`config.mk`:
```
export PLATFORM = sky130hd
export DESIGN_NAME = rr_arbiter_fsm
export DESIGN_NICKNAME = d
export VERILOG_FILES = /design/src/rtl/rr_arbiter_fsm.sv
export SDC_FILE = /design/constraint.sdc
export NUM_CORES = 1
export LEC_CHECK = 0
export BUFFER_PORTS_ARGS = -buffer_cell sky130_fd_sc_hd__buf_2
export CAP_MARGIN = 20
export CORE_UTILIZATION = 35
export CTS_BUF_LIST = sky130_fd_sc_hd__clkbuf_4
export CTS_CLUSTER_SIZE = 20
export DETAILED_ROUTE_END_ITERATION = 16
export HOLD_SLACK_MARGIN = 0.05
export SYNTH_ARGS = -nofsm -noshare
export SYNTH_HDL_FRONTEND = slang
export SYNTH_SLANG_ARGS = --single-unit
```
`constraint.sdc`:
```
create_clock -name clk -period 1.65 [get_ports clk]
set_input_delay 0.165 -clock clk [delete_from_list [all_inputs] [get_ports clk]]
set_output_delay 0.165 -clock clk [all_outputs]
set_load 0.005 [all_outputs]
```
`src/rtl/rr_arbiter_fsm.sv`:
```
// rr_arbiter_fsm: N-requester arbiter for a single shared resource.
//
// - Round-robin selection: the search starts at ptr and wraps N-1 -> 0.
// - Every grant passes through one IDLE cycle, so there are no back-to-back
//   grants.
// - When MAX_HOLD > 0, a holder is preempted after MAX_HOLD consecutive
//   cycles if another requester is waiting. timeout_pulse marks the IDLE
//   cycle that follows such a forced release.
// - All outputs are registered.
//
// Optional build macro ARB_FIXED_PRIO_EN: ptr stays at 0, so the lowest set
// request index always wins (legacy fixed-priority behaviour). The timeout
// still applies in that mode.
module rr_arbiter_fsm #(
    parameter int N        = 4,
    parameter int MAX_HOLD = 8,
    localparam int IDW     = $clog2(N)
) (
    input  logic           clk,
    input  logic           resetn,
    input  logic [N-1:0]   req,
    output logic [N-1:0]   gnt,
    output logic [IDW-1:0] gnt_id,
    output logic           gnt_valid,
    output logic           timeout_pulse
);

    // hold_cnt needs to reach MAX_HOLD; keep at least one bit when disabled.
    localparam int  HCW      = (MAX_HOLD > 0) ? $clog2(MAX_HOLD + 1) : 1;
    localparam bit  TO_EN    = (MAX_HOLD > 0);
    localparam int  HOLD_LIM = TO_EN ? (MAX_HOLD - 1) : 0;
    localparam int  HOLD_SAT = TO_EN ? MAX_HOLD : 0;

    typedef enum logic {
        IDLE  = 1'b0,
        GRANT = 1'b1
    } state_t;

    state_t           state_q;
    logic [N-1:0]     gnt_q;
    logic [IDW-1:0]   gnt_id_q;
    logic             gnt_valid_q;
    logic             timeout_pulse_q;
    logic [IDW-1:0]   ptr_q;
    logic [HCW-1:0]   hold_cnt_q;

    logic [N-1:0]     upper_req;
    logic [IDW-1:0]   win_id_d;
    logic [N-1:0]     win_onehot_d;
    logic [IDW-1:0]   ptr_d;
    logic             holder_req;
    logic             others_req;
    logic             timeout_hit;

    // Winner search: the lowest set bit at or above ptr, otherwise the lowest
    // set bit overall (the wrap-around case).
    always_comb begin
        upper_req = '0;
        win_id_d  = '0;
        for (int i = 0; i < N; i++) begin
            upper_req[i] = req[i] && (i >= int'(ptr_q));
        end
        for (int i = N - 1; i >= 0; i--) begin
            if (req[i]) begin
                win_id_d = IDW'(i);
            end
        end
        if (|upper_req) begin
            for (int i = N - 1; i >= 0; i--) begin
                if (upper_req[i]) begin
                    win_id_d = IDW'(i);
                end
            end
        end
    end

    // One-hot form of the winner, built from the same index so gnt and
    // gnt_id cannot disagree.
    always_comb begin
        win_onehot_d = '0;
        for (int i = 0; i < N; i++) begin
            win_onehot_d[i] = (win_id_d == IDW'(i));
        end
    end

    // Next pointer: one past the winner in round-robin mode, pinned at 0 in
    // fixed-priority mode.
    always_comb begin
`ifdef ARB_FIXED_PRIO_EN
        ptr_d = '0;
`else
        if (win_id_d == IDW'(N - 1)) begin
            ptr_d = '0;
        end else begin
            ptr_d = win_id_d + IDW'(1);
        end
`endif
    end

    // Holder status and the preemption condition evaluated during GRANT.
    always_comb begin
        holder_req  = |(req & gnt_q);
        others_req  = |(req & ~gnt_q);
        timeout_hit = TO_EN && (hold_cnt_q == HCW'(HOLD_LIM)) && others_req;
    end

    // Arbiter FSM with registered outputs; reset wins over everything.
    always_ff @(posedge clk) begin
        if (!resetn) begin
            state_q         <= IDLE;
            gnt_q           <= '0;
            gnt_id_q        <= '0;
            gnt_valid_q     <= 1'b0;
            timeout_pulse_q <= 1'b0;
            ptr_q           <= '0;
            hold_cnt_q      <= '0;
        end else begin
            case (state_q)
                IDLE: begin
                    timeout_pulse_q <= 1'b0;
                    if (|req) begin
                        state_q     <= GRANT;
                        gnt_q       <= win_onehot_d;
                        gnt_id_q    <= win_id_d;
                        gnt_valid_q <= 1'b1;
                        ptr_q       <= ptr_d;
                        hold_cnt_q  <= '0;
                    end
                end
                GRANT: begin
                    if (!holder_req) begin
                        // A plain release takes priority over a coincident timeout.
                        state_q         <= IDLE;
                        gnt_q           <= '0;
                        gnt_id_q        <= '0;
                        gnt_valid_q     <= 1'b0;
                        timeout_pulse_q <= 1'b0;
                    end else if (timeout_hit) begin
                        state_q         <= IDLE;
                        gnt_q           <= '0;
                        gnt_id_q        <= '0;
                        gnt_valid_q     <= 1'b0;
                        timeout_pulse_q <= 1'b1;
                    end else if (hold_cnt_q != HCW'(HOLD_SAT)) begin
                        hold_cnt_q <= hold_cnt_q + HCW'(1);
                    end
                end
                default: begin
                    state_q         <= IDLE;
                    gnt_q           <= '0;
                    gnt_id_q        <= '0;
                    gnt_valid_q     <= 1'b0;
                    timeout_pulse_q <= 1'b0;
                end
            endcase
        end
    end

    assign gnt           = gnt_q;
    assign gnt_id        = gnt_id_q;
    assign gnt_valid     = gnt_valid_q;
    assign timeout_pulse = timeout_pulse_q;

endmodule
```
# [After elaboration in Yosys (flattened, before gate mapping)]
# Cells that the tools add are included.
[totals] input_bits=6 regBits=15 elab_cells=72
[op_classes] n_reduce_logical=12 muxes=34 bitwise=4 addsub=2 n_eq_ne=10 order_cmp=3
[op_table] operator="2-to-1 mux 4 bit" count=7
[op_table] operator="2-to-1 mux 2 bit" count=13
[op_table] operator="one-hot mux 4 bit (2 select lines)" count=2
[op_table] operator="OR reduction 4 bit" count=4
[op_table] operator="bitwise AND 4 bit" count=2
[op_table] operator="2-to-1 mux 1 bit" count=8
[op_table] operator="one-hot mux 1 bit (2 select lines)" count=3
[op_table] operator="adder 4 x 1 -> 4 bit (second input constant)" count=1
[op_table] operator="== test 2 bit (second input constant)" count=2
[op_table] operator="== test 4 x 3 -> 1 bit (second input constant)" count=1
[op_table] operator="greater-or-equal comparator 1 x 2 -> 1 bit (first input constant)" count=2
[op_table] operator="logical AND 1 bit" count=4
[op_table] operator="!= test 2 x 1 -> 1 bit (second input constant)" count=2
[op_table] operator="!= test 2 bit (second input constant)" count=2
[op_table] operator="!= test 4 bit (second input constant)" count=1
[op_table] operator="NOT 4 bit" count=1
[op_table] operator="one-hot mux 2 bit (2 select lines)" count=1
[op_table] operator="AND reduction 2 bit" count=2
[op_table] operator="AND reduction 4 bit" count=1
[op_table] operator="!= test 3 x 2 -> 1 bit (second input constant)" count=1
[op_table] operator="adder 2 x 1 -> 2 bit (second input constant)" count=1
[op_table] operator="== test 2 x 1 -> 1 bit (second input constant)" count=1
[op_table] operator="greater-or-equal comparator 2 bit (first input constant)" count=1
[op_table] operator="logical NOT 2 bit" count=1
[op_table] operator="NOT 1 bit" count=1

# [Longest topological paths before layout]
[logic_depth] ltp_word=12 mapped_depth=7 ltp_nobuf=7

# [Worst setup path before layout]
# Ideal clock, no wire load.
[synth_path] path_type="reg2reg" start="register gnt_q[3] (netlist: gnt[3])" end="register hold_cnt_q[3]" synth_period_minus_slack_ps=1593 path_slack_ps=57 stages_incl_launch_ff=6 arrival_time_ps=1470 cell_sequence="dfxtp_1 -> and2b_1 -> a2111oi_4 -> o311a_4 -> nand4_1 -> mux2_1"
[synth_via] elab_chain_len=6 word_cells_on_any_way=9 cone_classes="eq/ne (2); bitwise (3); reduce/logical (4)"
[synth_lines] item="start, declared" line="40" source="logic [N-1:0] gnt_q;"
[synth_lines] item="start signal, assigned" line="123" source="gnt_q <= win_onehot_d;"
[synth_lines] item="NOT 4 bit" line="103" source="others_req = |(req & ~gnt_q);"
[synth_lines] item="bitwise AND 4 bit" line="103"
[synth_lines] item="OR reduction 4 bit" line="103"
[synth_lines] item="logical AND 1 bit" line="104" source="timeout_hit = TO_EN && (hold_cnt_q == HCW'(HOLD_LIM)) && others_req;"
[synth_lines] item="!= test 2 bit (no source line)"
[synth_lines] item="AND reduction 4 bit (no source line) *"
[synth_lines] item="end signal, assigned" line="145" source="hold_cnt_q <= hold_cnt_q + HCW'(1);"
[synth_lines] item="end, declared" line="45" source="logic [HCW-1:0] hold_cnt_q;"
# Every way passes the cells marked *; elsewhere a longest branch is shown, timed or not.
# A chain may end at the register's enable or synchronous reset.

# [Worst setup path after layout]
[layout_path] start="register gnt_q[2] (netlist: gnt[2])" end="register hold_cnt_q[3]"
# Same word-level chain as after synthesis.

==> results.txt <==
----------------------------------------------------
[Synthesis]
  Share of flip-flops with an asynchronous set or reset after synthesis ... 0
  Number of warnings reported in the yosys synthesis log ... 0
  Avg Synthesized Cell Area ... 8.87 µm²
  Net count after synthesis ... 111
  Number of standard cells after synthesis ... 99
  Combinational family with the most area after synthesis ... compound AO/OA/AOI/OAI gates
  Cell area after synthesis ... 878 µm²
  Register bit total from synthesis ... 15
  Complex-gate fraction of the synthesized area ... 0.285
  Post-synthesis simple-gate area fraction ... 0.185
  Share of the synthesized area in the top cell type ... 0.342
  Library cell with the largest summed area after synthesis ... dfxtp_1
  Post-synth EDFFs ... 0
  Fraction of the yosys area taken by sequential cells ... 0.342
  Biggest area contributors in the synthesized netlist ... dfxtp_1, ha_1, a21boi_0, nand2_1, o21ai_0
  XOR/XNOR share of the synthesized area ... 0
  Synthesized-area fraction occupied by adder cells ... 0.0855
  Leading post-synthesis cells by instance count ... dfxtp_1, nand2_1, inv_1, o21ai_0, a21boi_0
  Main flop type after synthesis ... dfxtp_1
  Most repeated cell in the gate-level netlist after synthesis ... dfxtp_1
  Proportion of synthesized area in mux cells ... 0.0470
  Synth cell types ... 32

[Floorplanning]
  Die Span Y ... 52.1 µm
  Std-Cell Core Area ... 0.00230 mm²
  Count of standard-cell rows ... 17
  Starting density of the core ... 0.382
  X dimension of the die ... 52.1 µm
  Die area ... 0.00271 mm²
  Top Ports ... 14

[GRT]
  Total grt overflow ... 0
  GRT Total Usage ... 0.156
  Global-route wire length before repair ... 3.11 mm
  Number of global-route vias before repair ... 720
  Maximum number of pins on one net before global-route repair ... 18
  Initial antenna violation count ... 0

[Critical path]
  Critical Path Fanout Max ... 4
  Category of cells accounting for the largest share of critical-path delay ... compound AO/OA/AOI/OAI gates
  Crit path launch type ... flip-flop
  Worst reg-to-reg path cell count ... 5
  Crit path largest cell delay ... 0.33 ns
  Critical Path End Type ... flip-flop
  Crit Path Category ... flip-flop to flip-flop
  R2R Path Start ... gnt[2]
  Cell with the largest stage delay on the worst path ... dfxtp_2
  Worst reg2reg endpoint ... hold_cnt_q[3]
  Crit path cell chain ... and2b_1, a2111oi_4, o311a_4, nand4_1, mux2_1
  Required time of the critical path ... 1.83 ns
  Data arrival at the endpoint of the critical path ... 1.77 ns
  Reg2Reg Setup Slack ... 0.06 ns
  Worst Path Buf+Inv ... 0

[Timing]
  Final slew viol count ... 0
  Crit path time final ... 1.59 ns
  Least-Margin Pin Slew ... 0.629 ns
  Final setup skew ... 0.00957 ns
  TNS Setup ... 0 ns
  Final setup violation count ... 0
  Worst path setup slack after routing ... 0.0608 ns
  Max-slew headroom ... 0.579
  Final critical-path share of the clock period ... 0.963
  Max Freq ... 629 MHz
  RSZ-0062 raised after global routing ... no
  Endpoints failing hold ... 0
  Minimum hold slack ... 0.240 ns

[Final layout]
  Final cell count without fillers ... 153
  Share of final-layout standard cells stronger than drive strength 1 ... 0.304
  Filler cell count in the final layout ... 235
  Area delta synth->final ... 24.4%
  Final net count ... 138
  Summed area of non-filler cells in the final layout ... 0.00109 mm²
  Final design utilization ... 0.475
  Antenna Diode Count ... 0

[Clock network]
  Insertion delay to the later sink of the worst-skew pair ... 0.28 ns
  Buffer levels on the longest clock path ... 2
  Number of buffers created by CTS ... 3
  Clock tree from TritonCTS ... yes
  Clock slew seen by the registers of the worst setup and hold paths ... 0.10 ns
  Clock sink count ... 15
  Root Buffer Master ... clkbuf_4
  Hold buffer count at CTS ... 0
  Level count of the clock H-tree ... 1

[Route]
  Total wire length ... 1.81 mm
  Via count ... 764
  First drt pass iteration count ... 4
  Average via count per standard cell ... 4.99
  Post-DR wirelength/cell ... 11.8 µm
  Antenna Violating Nets Remaining ... 0
  Remaining DRCs ... 0
  Drt first-iter violations ... 8

[Placement]
  Total placed cells including tap cells ... 147
  Pre-CTS setup slack ... 0.0269 ns
  Weighted congestion reported at the end of routability-driven placement ... 0.757
  Post-DP Area ... 0.00103 mm²
  Count of input and output buffers ... 13
  Detail Placement HPWL ... 1.35 mm

[Power and ir drop]
  Worst vdd ir ... 0.000381 V
  Static leakage ... 0.481 nW
  Power density over cell area ... 764 mW/mm²
  Design Power ... 834 µW

[Min path]
  Min-delay worst type ... input port to flip-flop
  Worst hold path startpoint ... resetn
  Min-Delay Path Depth ... 2
  Worst Hold Endpoint ... state_q

[Flow run]
  MaxCap Viol Count ... 0

[Status]
  Result of the run ... completed

----------------------------------------------------
[final cells by class]
class	count	area (µm²)	area share
timing repair buffer	25	155	0.142
tap	28	35.0	0.0321
sequential	15	303	0.277
inverter	8	30.0	0.0275
clock buffer	3	22.5	0.0206
clock inverter	1	5.00	0.00458
multi-input combinational	73	542	0.496
[logic make-up (layout without fill, tap and decap cells)]
logic type | count (synthesis) | count (layout)
buf+inv | 11 | 37
fa+ha+maj | 6 | 6
flops | 15 | 15
compound gates | 31 | 31
simple gates | 32 | 32
mux | 4 | 4
[what timing repair did]
item | 4_1_cts | 5_1_grt
endpoints found under the hold margin | 0 | 0
endpoints found under the setup margin | 0 | 6
setup buffers | 0 | 2
gates resized for setup | 0 | 6
[placed cells by master, fill, tap and decap left out, types with 2 or more instances in the layout]
| cell | synthesis | final |
|---|---|---|
| nor2_1 | 4 | 4 |
| nand2_1 | 13 | 13 |
| a21oi_1 | 5 | 5 |
| o21ai_0 | 8 | 7 |
| a21boi_0 | 7 | 6 |
| nand3_1 | 3 | 3 |
| and2b_1 | 2 | 2 |
| buf_4 | 0 | 12 |
| clkbuf_4 | 0 | 3 |
| o21a_1 | 2 | 2 |
| mux2i_1 | 3 | 3 |
| dfxtp_2 | 0 | 2 |
| nor3_1 | 2 | 2 |
| ha_1 | 6 | 5 |
| inv_1 | 8 | 8 |
| dfxtp_1 | 15 | 13 |
| a22oi_1 | 2 | 2 |
| buf_2 | 0 | 13 |
[per-layer routing]
| layer | up-vias | global-route usage | wire, µm |
|---|---|---|---|
| met5 | - | 0 | 0 |
| met4 | 0 | 0.0811 | 27 |
| met3 | 2 | 0.0175 | 61 |
| met2 | 14 | 0.259 | 823 |
| met1 | 350 | 0.197 | 893 |
| li1 | 398 | - | - |
[flip-flops by register name (all words and copies together) (netlist names)]
| signal | count |
|---|---|
| gnt_valid | 1 |
| timeout_pulse | 1 |
| gnt_id | 2 |
| ptr_q | 2 |
| state_q | 1 |
| gnt | 4 |
| hold_cnt_q | 4 |
[report_power, final]
part           total, mW  internal [mW]  leakage [nW]  switching (mW)
sequential         0.409          0.389         0.124          0.0209
combinational      0.214          0.104         0.340           0.111
clock              0.211         0.0899        0.0177           0.121
[worst max-delay path by stage]
stage               cells after the start            end  slack, ns   start
floorplan                               5  hold_cnt_q[3]       0.06  gnt[3]
CTS                                     5  hold_cnt_q[3]       0.02  gnt[3]
detailed placement                      5  hold_cnt_q[3]       0.03  gnt[3]
global route                            5  hold_cnt_q[3]    0.00005  gnt[2]
finish                                  5  hold_cnt_q[3]       0.06  gnt[2]
global placement                        5  hold_cnt_q[3]       0.05  gnt[3]
No activity file was read; power rests on OpenSTA's default activity.
